### config.mk
export PLATFORM = sky130hd
export DESIGN_NAME = mac_tri_sequencer
export DESIGN_NICKNAME = d
export VERILOG_FILES = /design/src/rtl/mac_tri_sequencer.sv
export SDC_FILE = /design/constraint.sdc
export NUM_CORES = 1
export LEC_CHECK = 0
export CAP_MARGIN = 20
export CORE_MARGIN = 4
export CORE_UTILIZATION = 30
export DETAILED_ROUTE_END_ITERATION = 7
export DONT_BUFFER_PORTS = 1
export HOLD_SLACK_MARGIN = 0.02
export MAX_ROUTING_LAYER = met4
export SYNTH_ARGS = -nofsm -noshare
export SYNTH_HDL_FRONTEND = slang
export SYNTH_SLANG_ARGS = --single-unit
### constraint.sdc
create_clock -name clk -period 2.4 [get_ports clk]
set_input_delay 0.48 -clock clk [delete_from_list [all_inputs] [get_ports clk]]
set_output_delay 0.48 -clock clk [all_outputs]
set_load 0.01 [all_outputs]
### src/rtl/mac_tri_sequencer.sv
// Sequences one polynomial job, (a*x+b)*x+c or a*x+b, through an external MAC unit
// and returns the MAC result over a valid/ready handshake.
module mac_tri_sequencer #(
  parameter int RESULT_LAT = 2
) (
  input  logic        clk,
  input  logic        reset,
  input  logic        job_valid,
  output logic        job_ready,
  input  logic [7:0]  job_a,
  input  logic [7:0]  job_x,
  input  logic [7:0]  job_b,
  input  logic [7:0]  job_c,
  input  logic        job_mode,
  output logic [7:0]  in_1,
  output logic [7:0]  in_2,
  output logic [7:0]  in_add,
  output logic        mode,
  output logic        mul_input_mux,
  output logic        adder_input_mux,
  input  logic [15:0] mac_output,
  output logic        res_valid,
  input  logic        res_ready,
  output logic [15:0] res_data,
  output logic [7:0]  jobs_done
);

  localparam logic [3:0] LAT_INIT = 4'(RESULT_LAT - 1);

  typedef enum logic [2:0] {IDLE, LOAD, FEED, WAIT, DONE} state_t;

  state_t     state;
  logic [7:0] a_q;
  logic [7:0] x_q;
  logic [7:0] b_q;
  logic [7:0] c_q;
  logic       mode_q;
  logic [3:0] cnt;

  assign job_ready = (state == IDLE);

  // MAC drives are registered one state ahead so they are valid throughout LOAD/FEED
  always_ff @(posedge clk or posedge reset) begin
    if (reset) begin
      state           <= IDLE;
      a_q             <= '0;
      x_q             <= '0;
      b_q             <= '0;
      c_q             <= '0;
      mode_q          <= 1'b0;
      cnt             <= '0;
      in_1            <= '0;
      in_2            <= '0;
      in_add          <= '0;
      mode            <= 1'b0;
      mul_input_mux   <= 1'b0;
      adder_input_mux <= 1'b0;
      res_valid       <= 1'b0;
      res_data        <= '0;
      jobs_done       <= '0;
    end else begin
      in_1            <= '0;
      in_2            <= '0;
      in_add          <= '0;
      mode            <= 1'b0;
      mul_input_mux   <= 1'b0;
      adder_input_mux <= 1'b0;
      case (state)
        IDLE: begin
          if (job_valid) begin
            a_q    <= job_a;
            x_q    <= job_x;
            b_q    <= job_b;
            c_q    <= job_c;
            mode_q <= job_mode;
            in_1   <= job_a;
            in_2   <= job_x;
            in_add <= job_b;
            mode   <= job_mode;
            state  <= LOAD;
          end
        end
        LOAD: begin
          if (mode_q) begin
            // second pass multiplies the accumulated a*x+b by x again and adds c
            in_1          <= a_q;
            in_2          <= x_q;
            in_add        <= c_q;
            mul_input_mux <= 1'b1;
            mode          <= 1'b1;
            state         <= FEED;
          end else begin
            cnt   <= LAT_INIT;
            state <= WAIT;
          end
        end
        FEED: begin
          cnt   <= LAT_INIT;
          state <= WAIT;
        end
        WAIT: begin
          if (cnt == 4'd0) begin
            res_data  <= mac_output;
            res_valid <= 1'b1;
            state     <= DONE;
          end else begin
            cnt <= cnt - 4'd1;
          end
        end
        DONE: begin
          if (res_ready) begin
            res_valid <= 1'b0;
            jobs_done <= jobs_done + 8'd1;
            state     <= IDLE;
          end
        end
        default: state <= IDLE;
      endcase
    end
  end

endmodule
# After elaboration in Yosys (flattened, before gate mapping)
# Cells that the tools add are included.
[classes] magnitude_cmp=0 div_mod_pow=0 eq_ne=9 mul=0 bitwise=0 add_sub_neg=2 reduce_logical=10 n_mux=24 n_shift=0
[op_table] op="two-way mux 8 bit" n=6
[op_table] op="case mux 8 bit (2 select lines)" n=3
[op_table] op="case mux 3 bit (5 select lines)" n=1
[op_table] op="case mux 4 bit (3 select lines)" n=1
[op_table] op="!= test 2 bit, second input constant" n=5
[op_table] op="two-way mux 3 bit" n=3
[op_table] op="AND reduction 3 bit" n=3
[op_table] op="adder 8 x 1 -> 8 bit, second input constant" n=1
[op_table] op="two-way mux 4 bit" n=2
[op_table] op="equality test 3 x 2 -> 1 bit, second input constant" n=2
[op_table] op="two-way mux 1 bit" n=6
[op_table] op="AND reduction 2 bit" n=3
[op_table] op="zero test 4 bit" n=1
[op_table] op="case mux 1 bit (2 select lines)" n=2
[op_table] op="subtractor 4 x 1 -> 4 bit, second input constant" n=1
[op_table] op="equality test 3 x 1 -> 1 bit, second input constant" n=1
[op_table] op="equality test 3 bit, second input constant" n=1
[op_table] op="zero test 3 bit" n=1
[op_table] op="nonzero test 3 bit" n=1
[op_table] op="nonzero test 2 bit" n=1
[word_totals] elab_cells=59 latch_bits=0 memories=0 rom_bits=0 register_bits=83 in_bits=53 out_inout_bits=53 mem_bits_rw=0

# Logic depth before layout (Yosys ltp)
# Gate-level depths: netlist of the first run.
[logic_depth] ltp_word=3 ltp_mapped=7 ltp_nobuf=5

# Worst setup path after synthesis of the first run
# No wires, ideal clock.
[synth_timing] path_kind="reg-to-reg" startpoint="register cnt[0]" endpoint="register cnt[1]" t_required_ns=2.275 path_buffers=0 slack_ns=0.752 arrival_ns=1.523 stages_incl_launch_ff=6 setup_time_ns=0.125 period_less_slack_ns=1.648 path_cell_list="dfrtp_1 -> inv_1 -> ha_1 -> or3b_1 -> o221ai_1 -> mux2_2"
[synth_via] elab_chain_cells=3 elab_cells_between_ends=6 classes_between="add/sub (1); eq/ne (1); mux (2); reduce/logical (2)"
[synth_lines] item="start, declared" line_no="38" rtl="logic [3:0] cnt;"
[synth_lines] item="start signal, assigned" line_no="107" rtl="cnt <= cnt - 4'd1;"
[synth_lines] item="subtractor 4 x 1 -> 4 bit or zero test 4 bit (tied branches)" line_no="107, 102"
[synth_lines] item="two-way mux 4 bit or != test 2 bit (tied branches)"
[synth_lines] item="case mux 4 bit (3 select lines) or AND reduction 3 bit (tied branches)"
# Several ways; a longest one is shown, not always the timed one. The select of a mux whose other input is x is not followed.
# A chain may end at the register's enable or synchronous reset.

# Worst setup path after layout of the first run
# Ends and elaborated chain as after synthesis.

==> Flow_metrics.wiki, run 1 <==
{| class="wikitable"
! Metric !! Value
|-
| Outcome || finished clean
|-
| Overall via count from detail_route || 1766
|-
| Number of buffers inserted during clock tree synthesis || 9
|-
| Element type at the critical path end || flop
|-
| Syn Std Cell Area || 3420 um2
|-
| Number of clock sinks seen by CTS || 83
|-
| Iteration-0 DRC count of the detailed router || 127
|-
| CTS clock-pin slew for the worst setup and hold paths || 0.06 ns
|-
| Worst-margin pin slew || 0.675 ns
|-
| Number of core rows || 38
|-
| Simple-gate portion of the synthesized area || 6.48%
|-
| GRT Residual Overflow || 0
|-
| Distinct cell type count of the synthesized netlist || 34
|-
| Nets@finish || 279
|-
| Yosys top cell area share || 60.7%
|-
| Unrepaired setup endpoints after global routing || no
|-
| Achievable frequency || 566 MHz
|-
| Drt wl/cell || 18.2 um
|-
| Die extent in x || 115 um
|-
| Setup Fix Bufs, Post-CTS || 0
|-
| Maximum number of pins on one net before global-route repair || 46
|-
| Routability Congestion || 0.766
|-
| Antenna Diode Count || 0
|-
| Final worst-path cycle share || 73.6%
|-
| Warning count from the yosys run || 0
|-
| Worst flop-to-flop path startpoint || cnt[0]
|-
| Number of global-route vias before repair || 1947
|-
| Most frequent cells after synthesis || dfrtp_1, mux2_4, a22o_1, mux2_2, buf_2
|-
| Clock tree from TritonCTS || done
|-
| Core Region || 11000 um2
|-
| Final antenna-violating net count || 0
|-
| Cell types occupying the most area after synthesis || dfrtp_1, mux2_4, a22o_1
|-
| Share of flip-flops with an asynchronous set or reset after synthesis || 100%
|-
| PwrDens || 1310 nW/um2
|-
| Die H || 115 um
|-
| Data required time at the worst endpoint || 2.62 ns
|-
| Final setup violation count || 0
|-
| Critical Path Source || cnt[0]
|-
| Post-synthesis adder-cell area fraction || 1.10%
|-
| Post-synthesis register bit count || 83
|-
| Share of synthesized area occupied by flip-flops and latches || 60.7%
|-
| First-pass DRT Iterations || 4
|-
| Via density || 4.80
|-
| Area of the die || 13200 um2
|-
| Final critical-path required period || 1.77 ns
|-
| Critical path startpoint category || flop
|-
| Source-to-sink clock delay at the later pin of the worst-skew pair || 0.34 ns
|-
| Primary FF master, synth || dfrtp_1
|-
| Worst clock skew || 0.00522 ns
|-
| Xor-xnor portion of the synthesized cell area || 1.79%
|-
| Worst Setup Slack, final || 0.634 ns
|-
| I/O pin count || 106
|-
| HPWL after DPL || 4540 um
|-
| Number of hold-slack violations in the final timing report || 0
|-
| CP Data Arrival Time || 1.99 ns
|-
| Main combinational cell family by area after synthesis || multiplexers
|-
| Hold Buf Count CTS || 1
|-
| Maximum net fanout on the critical path || 4
|-
| Complex-gate fraction of the synthesized area || 8.49%
|-
| Number of enable-type register cells in the synthesized netlist || 0
|-
| Net count of the mapped netlist || 276
|-
| Detailed-route wire length || 6690 um
|-
| Global router's overall resource usage || 11.1%
|-
| Max clock buf depth || 2
|-
| Max-slew headroom || 55.0%
|-
| IR Drop Worst-Case VDD || 0.526 mV
|-
| Level count of the clock H-tree || 3
|-
| Setup Crit Path Kind || flop to flop
|-
| Count leader, synth || dfrtp_1
|-
| Number of remaining DRC errors || 0
|-
| Number of cells upsized or downsized after cts || 0
|-
| Aggregate negative setup slack || 0 ns
|-
| Final number of max-transition violations || 0
|-
| Mean post-synth cell area || 15.5 um2
|-
| Post-Syn Instances || 220
|-
| Ratio of cells with drive above 1 in the final layout || 29.8%
|-
| Fraction of synthesized area in multiplexers || 17.3%
|-
| Top cell type by total area after synthesis || dfrtp_1
|-
| Initial antenna violation count || 0
|-
| Count of buffers inserted at the top-level ports || 0
|-
| Cell at the root of the clock tree || clkbuf_16
|-
| Max-capacitance violation count || 0
|-
| Pre-CTS setup slack || 0.630 ns
|-
| Start point of the worst min-delay path || res_ready
|-
| Leakage power figure || 1.78 nW
|-
| Initial standard-cell utilization of the core || 31.1%
|-
| Synthesis-to-finish area growth || 13.1%
|-
| Class of the worst hold path || input port to flop
|-
| Wire length of the first global-routing pass || 10600 um
|}
-- layer usage --
metal	up-vias	wire length, um	track usage (%)
met3	9	626	4.32
met1	878	2910	13.5
met4	0	120	5.63
met5	-	0	-
met2	78	3030	15.9
li1	801	-	-
-- cells by family after synthesis --
kind of cell               count (synthesis)
other                                      1
muxes                                     43
and+or+nand+nor                           29
buffers and inverters                     19
adders and majority gates                  3
xor gates and xnor gates                   7
DFF                                       83
AOI/OAI and AO/OA                         35
-- flip-flops by register name, indices dropped and copies added, names as in the netlist, 3 cells and up --
signal / count
state: 3
res_data: 16
in_2: 8
jobs_done: 8
in_1: 8
in_add: 8
x_q: 8
a_q: 8
cnt: 4
c_q: 8
-- metrics by stage --
step	total power [mW]	util [%]	hold WS [ns]	instance area (um2)	instances
4_1_cts	5.17	35.2	0.239	3870	368
2_1_floorplan	3.52	-	0.459	3420	220
5_1_grt	5.40	35.2	0.259	3870	368
6_report	5.07	35.2	0.252	3870	368
3_3_place_gp	3.70	32.4	0.366	3560	351
3_5_place_dp	3.74	32.4	0.369	3560	351
-- path summary, 6_finish.rpt --
| kind | to | slack, ns | depth (start not counted) |
|---|---|---|---|
| worst max-delay path | cnt[1] | 0.63 | 5 |
| worst min-delay path | state[2] | 0.25 | 1 |
| worst max register to register | cnt[1] | 0.63 | 5 |
| worst min register to register | a_q[7] | 0.49 | 1 |
| max in group asynchronous | in_add[7] | 1.18 | 3 |
| min in group asynchronous | res_data[6] | 0.63 | 2 |
-- cells in the final DEF (no fill, tap or decap), types with 2 or more instances in the layout --
master and count:
buf_12 3, mux2_4 29, mux2_2 9, clkbuf_16 9, clkinv_2 3, nor2_1 2, and3_1 3, and4bb_2 2
o221ai_1 3, inv_1 3, o21ai_0 3, nor3_1 4, xnor2_1 6, o2bb2ai_1 2, a22o_1 24, nand2_1 4
ha_1 3, buf_4 3, a21o_1 2, dfrtp_1 83, clkinvlp_4 2, nand4_1 4, mux2_1 5, and2b_1 2
-- power by group --
part / internal, mW / switching [mW] / leakage (nW)
logic: 0.805 / 0.475 / 0.586
registers: 1.92 / 0.492 / 1.05
clock network: 0.829 / 0.549 / 0.145
total: 3.56 / 1.52 / 1.78
-- area by class of cell --
| cell class | count | area, um2 |
|---|---|---|
| clock buffers | 11 | 243 |
| flip-flops and latches | 83 | 2080 |
| clock inverters | 5 | 52.6 |
| well taps | 140 | 175 |
| fillers | 1054 | 7120 |
| inverters | 4 | 18.8 |
| multi-input cells | 118 | 1210 |
| repair buffers | 7 | 92.6 |
-- critical path, stage by stage (launching register included) --
cell,delay [ns]
dfrtp_1,0.40
inv_1,0.09
ha_1,0.16
or3b_1,0.34
o221ai_1,0.29
mux2_2,0.38
Note: power is estimated with default switching activity, not from simulation.
==> run 2, diff against run 1 <==
clock period = 1.5 ns   (was 2.4 ns; I/O delays follow)
==> run 2 against run 1 <==
  * The flow now finishes with violations (setup timing)
  * Sequential share of layout area decreased by 7.3 points
  * Clock power increased by 98%
  * Largest cell class unchanged
  * Global-route usage increased by 0.062 points
  * Total power increased by 97%
  * Utilization increased by 5.6 points
  * Flip-flop and latch count unchanged
  * Clock skew about the same
  * Via count increased by 10%
  * Routed wire length increased by 20%
  * Largest power group unchanged
==> Flow_metrics.wiki, run 2 (synthesized netlist as in run 1, its figures left out) <==
{| class="wikitable"
! Metric !! Value
|-
| Iteration-0 DRC count of the detailed router || 78
|-
| Nets@finish || 316
|-
| Number of buffers inserted during clock tree synthesis || 9
|-
| Element type at the critical path end || flop
|-
| Synthesis-to-finish area growth || 31.0%
|-
| Final number of max-transition violations || 0
|-
| Setup Crit Path Kind || flop to flop
|-
| Data required time at the worst endpoint || 1.71 ns
|-
| Wire length of the first global-routing pass || 10800 um
|-
| Critical path startpoint category || flop
|-
| Ratio of cells with drive above 1 in the final layout || 46.8%
|-
| Drt wl/cell || 19.9 um
|-
| CP Data Arrival Time || 1.87 ns
|-
| Number of core rows || 38
|-
| Final setup violation count || 15
|-
| Routability Congestion || 0.719
|-
| CP max stage cell || dfrtp_1
|-
| GRT Residual Overflow || 0
|-
| Max clock buf depth || 2
|-
| Worst Setup Slack, final || -0.155 ns
|-
| Max incr delay on CP || 0.39 ns
|-
| Class of the worst hold path || input port to flop
|-
| Flip-flop count of the largest register, all copies and words added || 16
|-
| Cell at the root of the clock tree || clkbuf_16
|-
| Outcome || finished, violations left
|-
| Count of buffers inserted at the top-level ports || 0
|-
| Area taken by flip-flops and latches || 2080 um2
|-
| First-pass DRT Iterations || 4
|-
| Clock tree from TritonCTS || done
|-
| Leakage power figure || 2.07 nW
|-
| Commonest cells after routing, fill and taps aside || dfrtp_1, mux2_4, buf_4
|-
| Worst-margin pin slew || 0.564 ns
|-
| Die H || 115 um
|-
| IR Drop Worst-Case VDD || 0.918 mV
|-
| CTS clock-pin slew for the worst setup and hold paths || 0.06 ns
|-
| Core Region || 11000 um2
|-
| Max-slew headroom || 62.4%
|-
| Violated checks || setup timing
|-
| Most common library cell in the layout ignoring fill and taps || dfrtp_1
|-
| Area of the die || 13200 um2
|-
| Critical-path cell list || inv_2 -> ha_4 -> or3b_4 -> o221ai_4 -> mux2_4
|-
| I/O pin count || 106
|-
| Worst clock skew || 0.00522 ns
|-
| Number of hold-slack violations in the final timing report || 0
|-
| Multi-input gate area || 1360 um2
|-
| Die extent in x || 115 um
|-
| Initial standard-cell utilization of the core || 31.1%
|-
| Fill cells || 988
|-
| Final worst-path cycle share || 110%
|-
| Final antenna-violating net count || 0
|-
| Delay-heaviest family, CP || flip-flops
|-
| Antenna Diode Count || 0
|-
| Initial antenna violation count || 0
|-
| Number of global-route vias before repair || 2079
|-
| Maximum net fanout on the critical path || 2
|-
| Detailed-route wire length || 8050 um
|-
| Level count of the clock H-tree || 3
|-
| Pre-CTS setup slack || -0.140 ns
|-
| Number of buffers and inverters on the critical path || 1
|-
| Via density || 4.81
|-
| Unrepaired setup endpoints after global routing || yes
|-
| Overall via count from detail_route || 1950
|-
| Total power of the final layout || 10.0 mW
|-
| Maximum number of pins on one net before global-route repair || 46
|-
| Achievable frequency || 604 MHz
|-
| HPWL after DPL || 4570 um
|-
| Number of clock sinks seen by CTS || 83
|-
| Final critical-path required period || 1.66 ns
|-
| PwrDens || 2240 nW/um2
|-
| Max-capacitance violation count || 0
|-
| Global router's overall resource usage || 11.1%
|-
| Number of remaining DRC errors || 0
|-
| Most flop-heavy register || res_data
|-
| Source-to-sink clock delay at the later pin of the worst-skew pair || 0.33 ns
|}
==> run 2: per-layer routing <==
metal	vias up	global-route usage [%]	routed length, um
met5	-	-	0
met4	0	5.87	151
met3	11	3.84	600
met2	77	17.3	3950
met1	985	12.7	3350
li1	877	-	-
==> run 2: final cells by class <==
cell class                 instances  share of cell area [%]
timing repair buffer              42                    10.6
multi-input combinational        120                    30.3
sequential                        83                    46.4
tap                              140                    3.91
clock inverter                     4                    2.68
clock buffer                      12                    5.72
inverter                           4                   0.419
==> run 2: worst register-to-register path: stages, from the launching register on <==
cell and delay (ns):
dfrtp_1 0.39, inv_2 0.09, ha_4 0.13, or3b_4 0.38, o221ai_4 0.22, mux2_4 0.33
==> run 2: path summary, 6_finish.rpt <==
check	slack (ns)	start	endpoint	depth (start not counted)
worst max-delay path	-0.16	cnt[0]	cnt[1]	5
worst min-delay path	0.09	job_mode	mode	1
worst max register to register	-0.16	cnt[0]	cnt[1]	5
worst min register to register	0.50	x_q[7]	in_2[7]	1
max in group asynchronous	0.46	reset	x_q[6]	3
min in group asynchronous	0.62	reset	res_data[6]	3
==> run 2: power breakdown <==
part	switching (mW)	total, mW	internal (mW)
Clock	0.846	2.73	1.89
Sequential	0.753	3.84	3.08
Combinational	1.29	3.45	2.16
Total	2.89	10.0	7.13
==> run 2: what timing repair did <==
action                     4_1_cts  5_1_grt
gates resized for setup          9       22
gates cloned                     2        6
hold endpoints to repair        38        0
setup buffers                    6        7
hold buffers                     1        0
setup endpoints to repair       44       74
pin swaps                        2        5
==> run 2: through the flow <==
stage	area, um2	std cells	hold WS (ns)	utilization, %	TNS (ns)
final	4480	405	0.0886	40.8	-0.426
after global routing	4480	405	0.0749	40.8	-2.78
after CTS	4200	393	0.0665	38.3	-1.07
after detailed placement	3720	368	0.357	33.9	-0.674
after global placement	3720	368	0.354	33.9	-0.125
after floorplan	3480	220	0.407	-	-1.66
==> run 3, diff against run 2 <==
CORE_MARGIN = 2   (was 4)
==> run 3 against run 2 <==
  * The flow still finishes with violations (setup timing)
  * Critical endpoint unchanged
  * Clock-buffer cell count rose by 1
  * First-iteration DRC count rose by 1.3%
  * Worst hold slack got worse by 0.0030 ns
  * Cell count decreased by 0.25%
==> Flow_metrics.wiki, run 3 (synthesized netlist as in run 1, its figures left out) <==
{| class="wikitable"
! Metric !! Value
|-
| Level count of the clock H-tree || 3
|-
| Fraction of power spent switching nets || 29.9%
|-
| Final setup violation count || 25
|-
| Final antenna-violating net count || 0
|-
| Critical Path Source || cnt[0]
|-
| Count of cells along the worst register-to-register path || 5
|-
| Number of global-route vias before repair || 2148
|-
| Worst flop-to-flop path startpoint || cnt[0]
|-
| P_int || 6.54 mW
|-
| Multi-input gate area || 1320 um2
|-
| Setup Crit Path Kind || flop to flop
|-
| Iteration-0 DRC count of the detailed router || 79
|-
| Delay-heaviest family, CP || flip-flops
|-
| Start point of the worst min-delay path || job_mode
|-
| PwrDens || 2150 nW/um2
|-
| Die H || 111 um
|-
| Number of cells traversed by the worst hold path || 1
|-
| Leakage power figure || 2.02 nW
|-
| Routability Congestion || 0.743
|-
| Final Instance Count excl. Fillers || 404
|-
| Final number of max-transition violations || 0
|-
| I/O pin count || 106
|-
| CP Data Arrival Time || 1.83 ns
|-
| First-pass DRT Iterations || 4
|-
| Overall via count from detail_route || 1984
|-
| CP max stage cell || dfrtp_1
|-
| Maximum number of pins on one net before global-route repair || 41
|-
| Initial standard-cell utilization of the core || 31.1%
|-
| Clock tree from TritonCTS || done
|-
| Most common library cell in the layout ignoring fill and taps || dfrtp_1
|-
| Max-capacitance violation count || 0
|-
| GRT Residual Overflow || 0
|-
| Seq pwr share || 40.9%
|-
| Nets@finish || 315
|-
| Final critical-path required period || 1.61 ns
|-
| Wire length of the first global-routing pass || 11800 um
|-
| Max incr delay on CP || 0.39 ns
|-
| Via density || 4.91
|-
| Cell at the root of the clock tree || clkbuf_16
|-
| HPWL after DPL || 4470 um
|-
| Number of clock sinks seen by CTS || 83
|-
| Final worst-path cycle share || 108%
|-
| IR Drop Worst-Case VDD || 1.02 mV
|-
| Most flop-heavy register || res_data
|-
| Number of hold-slack violations in the final timing report || 0
|-
| Achievable frequency || 620 MHz
|-
| Critical Path Stages || 5
|-
| Worst Setup Slack, final || -0.114 ns
|-
| Placed Cells || 368
|-
| Core Region || 11000 um2
|-
| Antenna Diode Count || 0
|-
| Initial antenna violation count || 0
|-
| Data required time at the worst endpoint || 1.72 ns
|-
| Area of the die || 12300 um2
|-
| Flip-flop count of the largest register, all copies and words added || 16
|-
| Element type at the critical path end || flop
|-
| Number of remaining DRC errors || 0
|-
| Commonest cells after routing, fill and taps aside || dfrtp_1, mux2_4, buf_4
|-
| Count of buffers inserted at the top-level ports || 0
|-
| Class of the worst hold path || input port to flop
|-
| Drt wl/cell || 18.5 um
|-
| Unrepaired setup endpoints after global routing || yes
|-
| Synthesis-to-finish area growth || 27.1%
|-
| Global router's overall resource usage || 12.9%
|-
| Outcome || finished, violations left
|-
| CTS clock-pin slew for the worst setup and hold paths || 0.06 ns
|-
| Die extent in x || 111 um
|-
| Share of power burned in the clock network || 24.0%
|-
| Ratio of cells with drive above 1 in the final layout || 44.7%
|-
| Utilization of the core after routing || 39.6%
|-
| Max clock buf depth || 2
|-
| Fill cells || 1031
|-
| Net load switching power || 2.79 mW
|-
| Number of core rows || 38
|-
| Number of buffers and inverters on the critical path || 1
|-
| Critical-path cell list || inv_2 -> ha_4 -> or3b_4 -> o221ai_4 -> mux2_4
|-
| Number of buffers inserted during clock tree synthesis || 9
|-
| Combinational cell fraction of total power || 35.1%
|-
| Violated checks || setup timing
|-
| Maximum net fanout on the critical path || 2
|-
| Register-to-register setup slack || -0.11 ns
|-
| Critical path startpoint category || flop
|-
| Worst clock skew || 0.00849 ns
|-
| Area taken by flip-flops and latches || 2080 um2
|-
| Detailed-route wire length || 7490 um
|-
| Source-to-sink clock delay at the later pin of the worst-skew pair || 0.34 ns
|}
[run 3: cell count changes in the layout (fill, tap and decap cells not counted), sizes merged]
cell	change
buf	+3
bufinv	-3
clkbuf	-3
clkinv	+1
clkinvlp	+1
[run 3: area by class of cell]
class | count | share of cell area (%)
clock buffers | 13 | 5.99
clock inverters | 3 | 1.07
inverters | 4 | 0.432
multi-input cells | 120 | 30.4
flip-flops and latches | 83 | 47.8
well taps | 140 | 4.03
repair buffers | 41 | 10.2
[run 3: metrics by stage]
step / hold slack, ns / setup slack [ns] / area (um2) / TNS, ns / total power [mW]
floorplan: 0.407 / -0.110 / 3480 / -1.66 / 5.78
global placement: 0.186 / -0.0929 / 3750 / -0.725 / 6.37
detailed placement: 0.175 / -0.173 / 3750 / -1.45 / 6.47
CTS: 0.0620 / -0.140 / 4250 / -1.42 / 9.32
global route: 0.0725 / -0.151 / 4350 / -2.56 / 9.88
finish: 0.0857 / -0.114 / 4350 / -0.385 / 9.33
[run 3: worst paths after layout]
kind	end
hold reg to reg	in_1[6]
hold / removal	mode
min in group asynchronous	jobs_done[4]
setup reg to reg	cnt[1]
max in group asynchronous	mode_q
setup / recovery	cnt[1]
[run 3: repair_timing]
item / 4_1_cts / 5_1_grt
hold buffers: 1 / 0
gates cloned: 4 / 1
hold endpoints to repair: 13 / 0
pin swaps: 6 / 3
endpoints found under the setup margin: 37 / 50
resized for setup: 21 / 4
setup buffers: 7 / 10
[run 3: routing by layer]
| metal | part of all wire, % | GRT usage, % |
|---|---|---|
| met3 | 7.1 | 4.32 |
| met2 | 48 | 20.0 |
| met1 | 43 | 15.1 |
| met4 | 2.0 | 6.25 |
| met5 | 0 | - |
[run 3: power groups by stage]
stage | logic (mW) | clock network, mW | registers [mW]
after floorplan | 2.08 | 0 | 3.70
after global placement | 2.54 | 0 | 3.83
after detailed placement | 2.62 | 0 | 3.85
after CTS | 3.15 | 2.34 | 3.82
after global routing | 3.53 | 2.43 | 3.93
final | 3.27 | 2.24 | 3.81
